$ cat src/rtl/score_bcd_counter.sv
// Two-digit BCD score counter with saturation, clear, and game-over blink for the seven-segment displays.
// Optional build macro SCORE_LEADING_ZERO_BLANK_EN enables the registered leading-zero blank on the tens digit.
module score_bcd_counter #(
    parameter int unsigned CLKS_PER_BLINK = 12500000,
    parameter int unsigned MAX_SCORE      = 99
) (
    input  logic       i_clk,
    input  logic       i_rst_n,
    input  logic       i_score_inc,
    input  logic       i_score_clr,
    input  logic       i_game_over,
    output logic [3:0] o_tens,
    output logic [3:0] o_ones,
    output logic       o_blank,
    output logic       o_tens_blank,
    output logic       o_max
);

    localparam int unsigned CNT_W = $clog2(CLKS_PER_BLINK);
    localparam logic [CNT_W-1:0] CNT_LAST = CNT_W'(CLKS_PER_BLINK - 1);
    localparam logic [3:0] MAX_TENS = 4'(MAX_SCORE / 10);
    localparam logic [3:0] MAX_ONES = 4'(MAX_SCORE % 10);

    typedef enum logic [1:0] {
        ST_RUN       = 2'd0,
        ST_BLINK_ON  = 2'd1,
        ST_BLINK_OFF = 2'd2
    } state_e;

    state_e           state_q, state_d;
    logic [CNT_W-1:0] cnt_q, cnt_d;
    logic             inc_q;
    logic             inc_pulse_c;
    logic [3:0]       tens_q, tens_d;
    logic [3:0]       ones_q, ones_d;
    logic             max_q, max_d;
    logic             blank_q, blank_d;

    assign inc_pulse_c = i_score_inc & ~inc_q;

    // State, blink counter and increment edge-detect registers
    always_ff @(posedge i_clk or negedge i_rst_n) begin
        if (!i_rst_n) begin
            state_q <= ST_RUN;
            cnt_q   <= '0;
            inc_q   <= 1'b0;
        end else begin
            state_q <= state_d;
            cnt_q   <= cnt_d;
            inc_q   <= i_score_inc;
        end
    end

    // Next-state logic; the blink counter restarts from zero on every state change
    always_comb begin
        state_d = state_q;
        cnt_d   = cnt_q;
        unique case (state_q)
            ST_RUN: begin
                cnt_d = '0;
                if (i_game_over) begin
                    state_d = ST_BLINK_ON;
                end
            end
            ST_BLINK_ON, ST_BLINK_OFF: begin
                if (!i_game_over) begin
                    state_d = ST_RUN;
                    cnt_d   = '0;
                end else if (cnt_q == CNT_LAST) begin
                    state_d = (state_q == ST_BLINK_ON) ? ST_BLINK_OFF : ST_BLINK_ON;
                    cnt_d   = '0;
                end else begin
                    cnt_d = cnt_q + CNT_W'(1);
                end
            end
            default: begin
                state_d = ST_RUN;
                cnt_d   = '0;
            end
        endcase
    end

    // Output logic: score arithmetic and blank, computed for the upcoming edge
    always_comb begin
        tens_d  = tens_q;
        ones_d  = ones_q;
        blank_d = (state_d == ST_BLINK_OFF);
        if (i_score_clr) begin
            tens_d = 4'd0;
            ones_d = 4'd0;
        end else if ((state_q == ST_RUN) && inc_pulse_c && !max_q) begin
            if (ones_q == 4'd9) begin
                ones_d = 4'd0;
                tens_d = tens_q + 4'd1;
            end else begin
                ones_d = ones_q + 4'd1;
            end
        end
        max_d = (tens_d == MAX_TENS) && (ones_d == MAX_ONES);
    end

    // Registered outputs
    always_ff @(posedge i_clk or negedge i_rst_n) begin
        if (!i_rst_n) begin
            tens_q  <= 4'd0;
            ones_q  <= 4'd0;
            max_q   <= 1'b0;
            blank_q <= 1'b0;
        end else begin
            tens_q  <= tens_d;
            ones_q  <= ones_d;
            max_q   <= max_d;
            blank_q <= blank_d;
        end
    end

`ifdef SCORE_LEADING_ZERO_BLANK_EN
    logic tens_blank_q;

    // Leading-zero suppression tracks the digits in the same cycle
    always_ff @(posedge i_clk or negedge i_rst_n) begin
        if (!i_rst_n) begin
            tens_blank_q <= 1'b0;
        end else begin
            tens_blank_q <= (tens_d == 4'd0);
        end
    end

    assign o_tens_blank = tens_blank_q;
`else
    assign o_tens_blank = 1'b0;
`endif

    assign o_tens  = tens_q;
    assign o_ones  = ones_q;
    assign o_max   = max_q;
    assign o_blank = blank_q;

endmodule

$ cat config.mk
export PLATFORM = sky130hd
export DESIGN_NAME = score_bcd_counter
export DESIGN_NICKNAME = d
export VERILOG_FILES = /design/src/rtl/score_bcd_counter.sv
export SDC_FILE = /design/constraint.sdc
export NUM_CORES = 1
export LEC_CHECK = 0
export CAP_MARGIN = 20
export CORE_MARGIN = 10
export CORE_UTILIZATION = 57
export CTS_CLUSTER_SIZE = 28
export DETAILED_ROUTE_END_ITERATION = 12
export HOLD_SLACK_MARGIN = 0.1
export PLACE_DENSITY = 0.79
export SYNTH_ARGS = -nofsm -noshare
export SYNTH_HDL_FRONTEND = slang
export SYNTH_SLANG_ARGS = --single-unit
$ cat constraint.sdc
create_clock -name i_clk -period 2.5 [get_ports i_clk]
set_clock_uncertainty 0.2 [all_clocks]
set_input_delay 0.5 -clock i_clk [delete_from_list [all_inputs] [get_ports i_clk]]
set_output_delay 0.5 -clock i_clk [all_outputs]
set_load 0.05 [all_outputs]
After elaboration in Yosys (flattened, before gate mapping) --
Cells that the tools add are included.
Storage, ports and cells: bits in registers 37, input bits 5, output and inout port bits 11, logic and storage cells 39
Cells by class: add/subtract/negate cells 3, eq/ne operators 7, multiplexer cells 14, bitwise gates (word level) 2, reductions and logical operators 6
Operators by type and width (number):
- $mux W24 | 3
- $add A24 B1 Y24 const B | 1
- $eq A24 B24 Y1 const B | 1
- $mux W4 | 6
- $eq A4 B4 Y1 const B | 3
- $add A4 B1 Y4 const B | 2
- $mux W2 | 4
- $eq A2 B2 Y1 const B | 2
- $pmux W2 S2 | 1
- $logic_and A1 B1 Y1 | 3
- $eq A2 B1 Y1 const B | 1
- $logic_not A2 Y1 | 1
- $reduce_or A2 Y1 | 1
- $and A1 B1 Y1 | 1
- $logic_not A1 Y1 | 1
- $not A1 Y1 | 1

Longest topological paths before layout --
depth after elaboration 8, mapped depth 8, mapped depth without buffers 7

Worst setup path after synthesis --
OpenSTA, ideal clock, no wires.
kind flip-flop to flip-flop, from reg max_q, in the netlist o_max, to reg max_q, in the netlist o_max, setup time 0.068 ns, arrival time 1.871 ns, data required time 2.232 ns, setup slack 0.360 ns, stages on the path, launching flop included 7, buffers on the path 1, period minus slack after synthesis 2.140 ns, path through dfrtp_1 > nor4bb_1 > buf_2 > nand3_1 > or4_1 > o311ai_0 > and4b_1
Between the ends: word-level cells in the longest chain between the ends 6, elaborated cells on any way between the ends 9, classes of those cells eq/ne (2); mux (4); reduce/logical (3)
RTL lines:
- start: declaration | line 36 | logic max_q, max_d;
- start signal: assignment | line 112 | max_q <= max_d;
- $logic_not A1 Y1 | line 91 | end else if ((state_q == ST_RUN) && inc_pulse_c && !max_q) begin
- $logic_and A1 B1 Y1 | line 91
- $mux W4 | line 91
- $mux W4 | line 88 | if (i_score_clr) begin
- via ones_d[3] | line 35 | logic [3:0] ones_q, ones_d;
- $eq A4 B4 Y1 | line 99 | max_d = (tens_d == MAX_TENS) && (ones_d == MAX_ONES);
- $logic_and A1 B1 Y1 | line 99
- via max_d | line 36
The timed path passes the listed nets, and every way through them passes these cells.

Worst setup path in the final report --
from reg ones_q[0], in the netlist o_ones[0], to out o_ones[0]
RTL lines:
- start: declaration | line 35
- start signal: assignment | line 111 | ones_q <= ones_d;
- end: declaration | line 13 | output logic [3:0] o_ones,
No word-level cell between the ends.

==> summary.md <==
| Metric | Value |
|---|---|
| Status | `completed` |
| Post-synth EDFFs | `0` |
| Clock Root Buffer | `clkbuf_4` |
| Initial antenna violation count | `0` |
| Clk buf depth | `2` |
| Drt wl/cell | `about 14 um` |
| H-Tree Depth | `2` |
| Minimum clock period after layout | `2.383 ns` |
| Detail Route Antenna Nets | `0` |
| N_diodes | `0` |
| GPL Wtd Cong | `about 0.85` |
| Post-synth top area share | `a little under half` |
| Net switching power | `0.3233 mW` |
| Worst-skew pair later-pin latency | `approximately 0.34 ns` |
| Congestion Overflow GR | `0` |
| Slew @ Worst Pin | `~0.64 ns` |
| Seq/Total Area, Yosys | `between 40% and 50%` |
| Routed length on met2 | `1767 um` |
| CP top delay family | `buffers and inverters` |
| Total core area | `between 3000 and 4000 sq um` |
| CP max-delay cell | `clkdlybuf4s50_1` |
| # rows | `21` |
| Critical path required time | `~1.8 ns` |
| Post_cts resized | `0` |
| Initial core utilization | `58.62%` |
| Most common cell after layout, fill and taps aside | `dfrtp_1` |
| Via count | `~1500` |
| Ratio of cells with drive above 1 in the final layout | `between 10% and 20%` |
| Leak | `0.9498 nW` |
| Worst hold slack | `approximately 0.30 ns` |
| Post-synth net total | `between 200 and 250` |
| Worst path arrival time | `around 1.7 ns` |
| Final worst setup slack | `0.1169 ns` |
| DRT Pass-1 Iters | `4` |
| Total Wirelength | `around 3800 um` |
| First-pass GRT wire length | `just under 7000 um` |
| Final Cell Area | `2250 sq um` |
| Crit path capture type | `primary output` |
| #FFs+latches synth | `37` |
| Final Cycle Share | `95.33%` |
| Vias in the first global route | `approximately 1500` |
| Clock tree sinks | `37` |
| CTS Hold Bufs | `0` |
| Die X | `slightly below 80 um` |
| Util after Layout | `67.95%` |
| TritonCTS Buffers | `5` |
| Logic pwr share | `~18%` |
| DRC viols | `0` |
| CTS tree | `done` |
| Yosys cell types | `39` |
| P_int | `about 0.83 mW` |
| Cells after Synth | `approximately 200` |
| Synthesized area | `between 1500 and 2000 sq um` |
| Area added between synthesis and finish | `15.93%` |
| Final Setup Violations | `0` |
| Power per Cell Area | `514.0 nW/um^2` |
| Via density | `around 5.5` |
| Nets | `about 230` |
| Die Ht | `78.35 um` |
| Rel. slew slack | `between 50% and 60%` |
| Startpoint Class | `flip-flop` |
| 1st-iter DRT viols | `around 130` |
| Crit path buffers/inverters | `1` |
| Avg Cell Area, Syn | `between 9 and 10 sq um` |
| IO buf count | `14` |
| Max incr delay on CP | `0.85 ns` |
| Top Ports | `16` |
| Hold Crit Class | `flip-flop to flip-flop` |
| Async S/R FF share, synth | `between 90% and 100%` |
| Ys Warns | `0` |
| Critical path class | `flip-flop to primary output` |
| Highest routed layer | `met4` |
| Design Power | `around 1.2 mW` |
| Tot GR Track Use | `a little over an eighth` |
| Final hold violation count | `0` |
| Metal3 WL | `approximately 120 um` |
| Maximum clock rate | `~420 MHz` |
| Die area | `just over 6000 sq um` |
| RSZ-0062 raised after global routing | `no` |
| Register share of total power | `55.6%` |
| CP Cell Sequence | `clkdlybuf4s50_1` |
| Largest net degree at the start of global routing | `38` |
| Post-detail-place hpwl | `around 2900 um` |
| DP Worst Slack | `-0.09404 ns` |
| Fin. max-slew vios | `0` |
| Clock share of power | `~27%` |
| Largest area contributor in the netlist | `dfrtp_1` |
| Clk slew on worst S/H paths | `roughly 0.10 ns` |
| Top FF cell, synth | `dfrtp_1` |
| Max IR drop VDD | `about 0.38 mV` |
| Post-CTS setup buffer count | `0` |
| Max cap viols | `0` |
| Crit path max fanout | `7` |
| FF-to-FF setup slack | `roughly 0.21 ns` |
| Top cells by area, synth | `dfrtp_1, xor2_1, nor2_1, xnor2_1, nand3_1` |
| M1 WL | `approximately 1800 um` |
| Commonest non-fill, non-tap cells in the layout | `dfrtp_1, nor2_1, nand3_1, xor2_1, clkdlybuf4s50_1` |
| Net Sw Frac | `27.96%` |
| Area of placed instances | `between 2000 and 2500 sq um` |
flip-flops by register name, indices dropped and copies added (netlist names):
signal / flops
cnt_q: 24
inc_q: 1
o_blank: 1
o_max: 1
o_ones: 4
o_tens: 4
state_q: 2
synth_stat cells (all sizes together) (2+ instances only):
cell	number
and2	2
and3	11
dfrtp	37
nand2	6
ha	5
inv	5
or4	4
nor4	3
buf	4
nand3	16
o311ai	2
nor3	4
nand3b	2
xnor2	11
nand4	11
and4bb	3
o21ai	2
nor2	34
xor2	16
a21oi	4
path summary, 6_finish.rpt:
| check | start | end | cells past startpoint |
|---|---|---|---|
| worst max-delay path | o_ones[0]$_DFF_PN0_ | o_ones[0] | 1 |
| worst min-delay path | cnt_q[0]$_DFF_PN0_ | cnt_q[0]$_DFF_PN0_ | 1 |
| worst max register to register | state_q[1]$_DFF_PN0_ | o_max$_DFF_PN0_ | 8 |
| worst min register to register | cnt_q[0]$_DFF_PN0_ | cnt_q[0]$_DFF_PN0_ | 1 |
| max in group asynchronous | i_rst_n | cnt_q[16]$_DFF_PN0_ | 2 |
| min in group asynchronous | i_rst_n | cnt_q[23]$_DFF_PN0_ | 2 |
layout make-up:
class | instances | area (sq um)
clock buffers | 7 | 55.05
well taps | 46 | 57.56
repair buffers | 25 | 222.7
multi-input cells | 149 | 969.7
flip-flops and latches | 37 | 925.9
fillers | 277 | 1061
inverters | 5 | 18.77
through the flow:
stage / setup TNS (ns) / std cells
2_1_floorplan: 0 / 196
3_3_place_gp: -0.03236 / 262
3_5_place_dp: -0.09404 / 262
4_1_cts: 0 / 269
5_1_grt: 0 / 269
6_report: 0 / 269
cell families (layout without fill, tap and decap cells):
kind of cell | after synthesis | count (layout) | synth area share (%)
other | 1 | 1 | 0.1932
buffers and inverters | 10 | 37 | 2.321
muxes | 1 | 1 | 0.5158
and+or+nand+nor | 103 | 103 | 29.34
adders and majority gates | 5 | 5 | 3.224
AOI/OAI and AO/OA | 12 | 12 | 4.514
DFF | 37 | 37 | 47.71
xor gates and xnor gates | 27 | 27 | 12.19
metal layers:
metal  GRT usage [%]  vias to the layer above
met5               0                        -
met4           6.631                        0
met3           3.303                        7
met2           19.82                       16
met1           18.00                      720
li1                -                      745
power groups by stage:
stage	sequential (mW)	clock (mW)	combinational, mW
3_3_place_gp	0.653	0	0.193
4_1_cts	0.643	0.321	0.205
5_1_grt	0.646	0.348	0.227
2_1_floorplan	0.661	0	0.122
3_5_place_dp	0.655	0	0.204
6_report	0.642	0.311	0.203
Power figures use the tool's default switching activity.
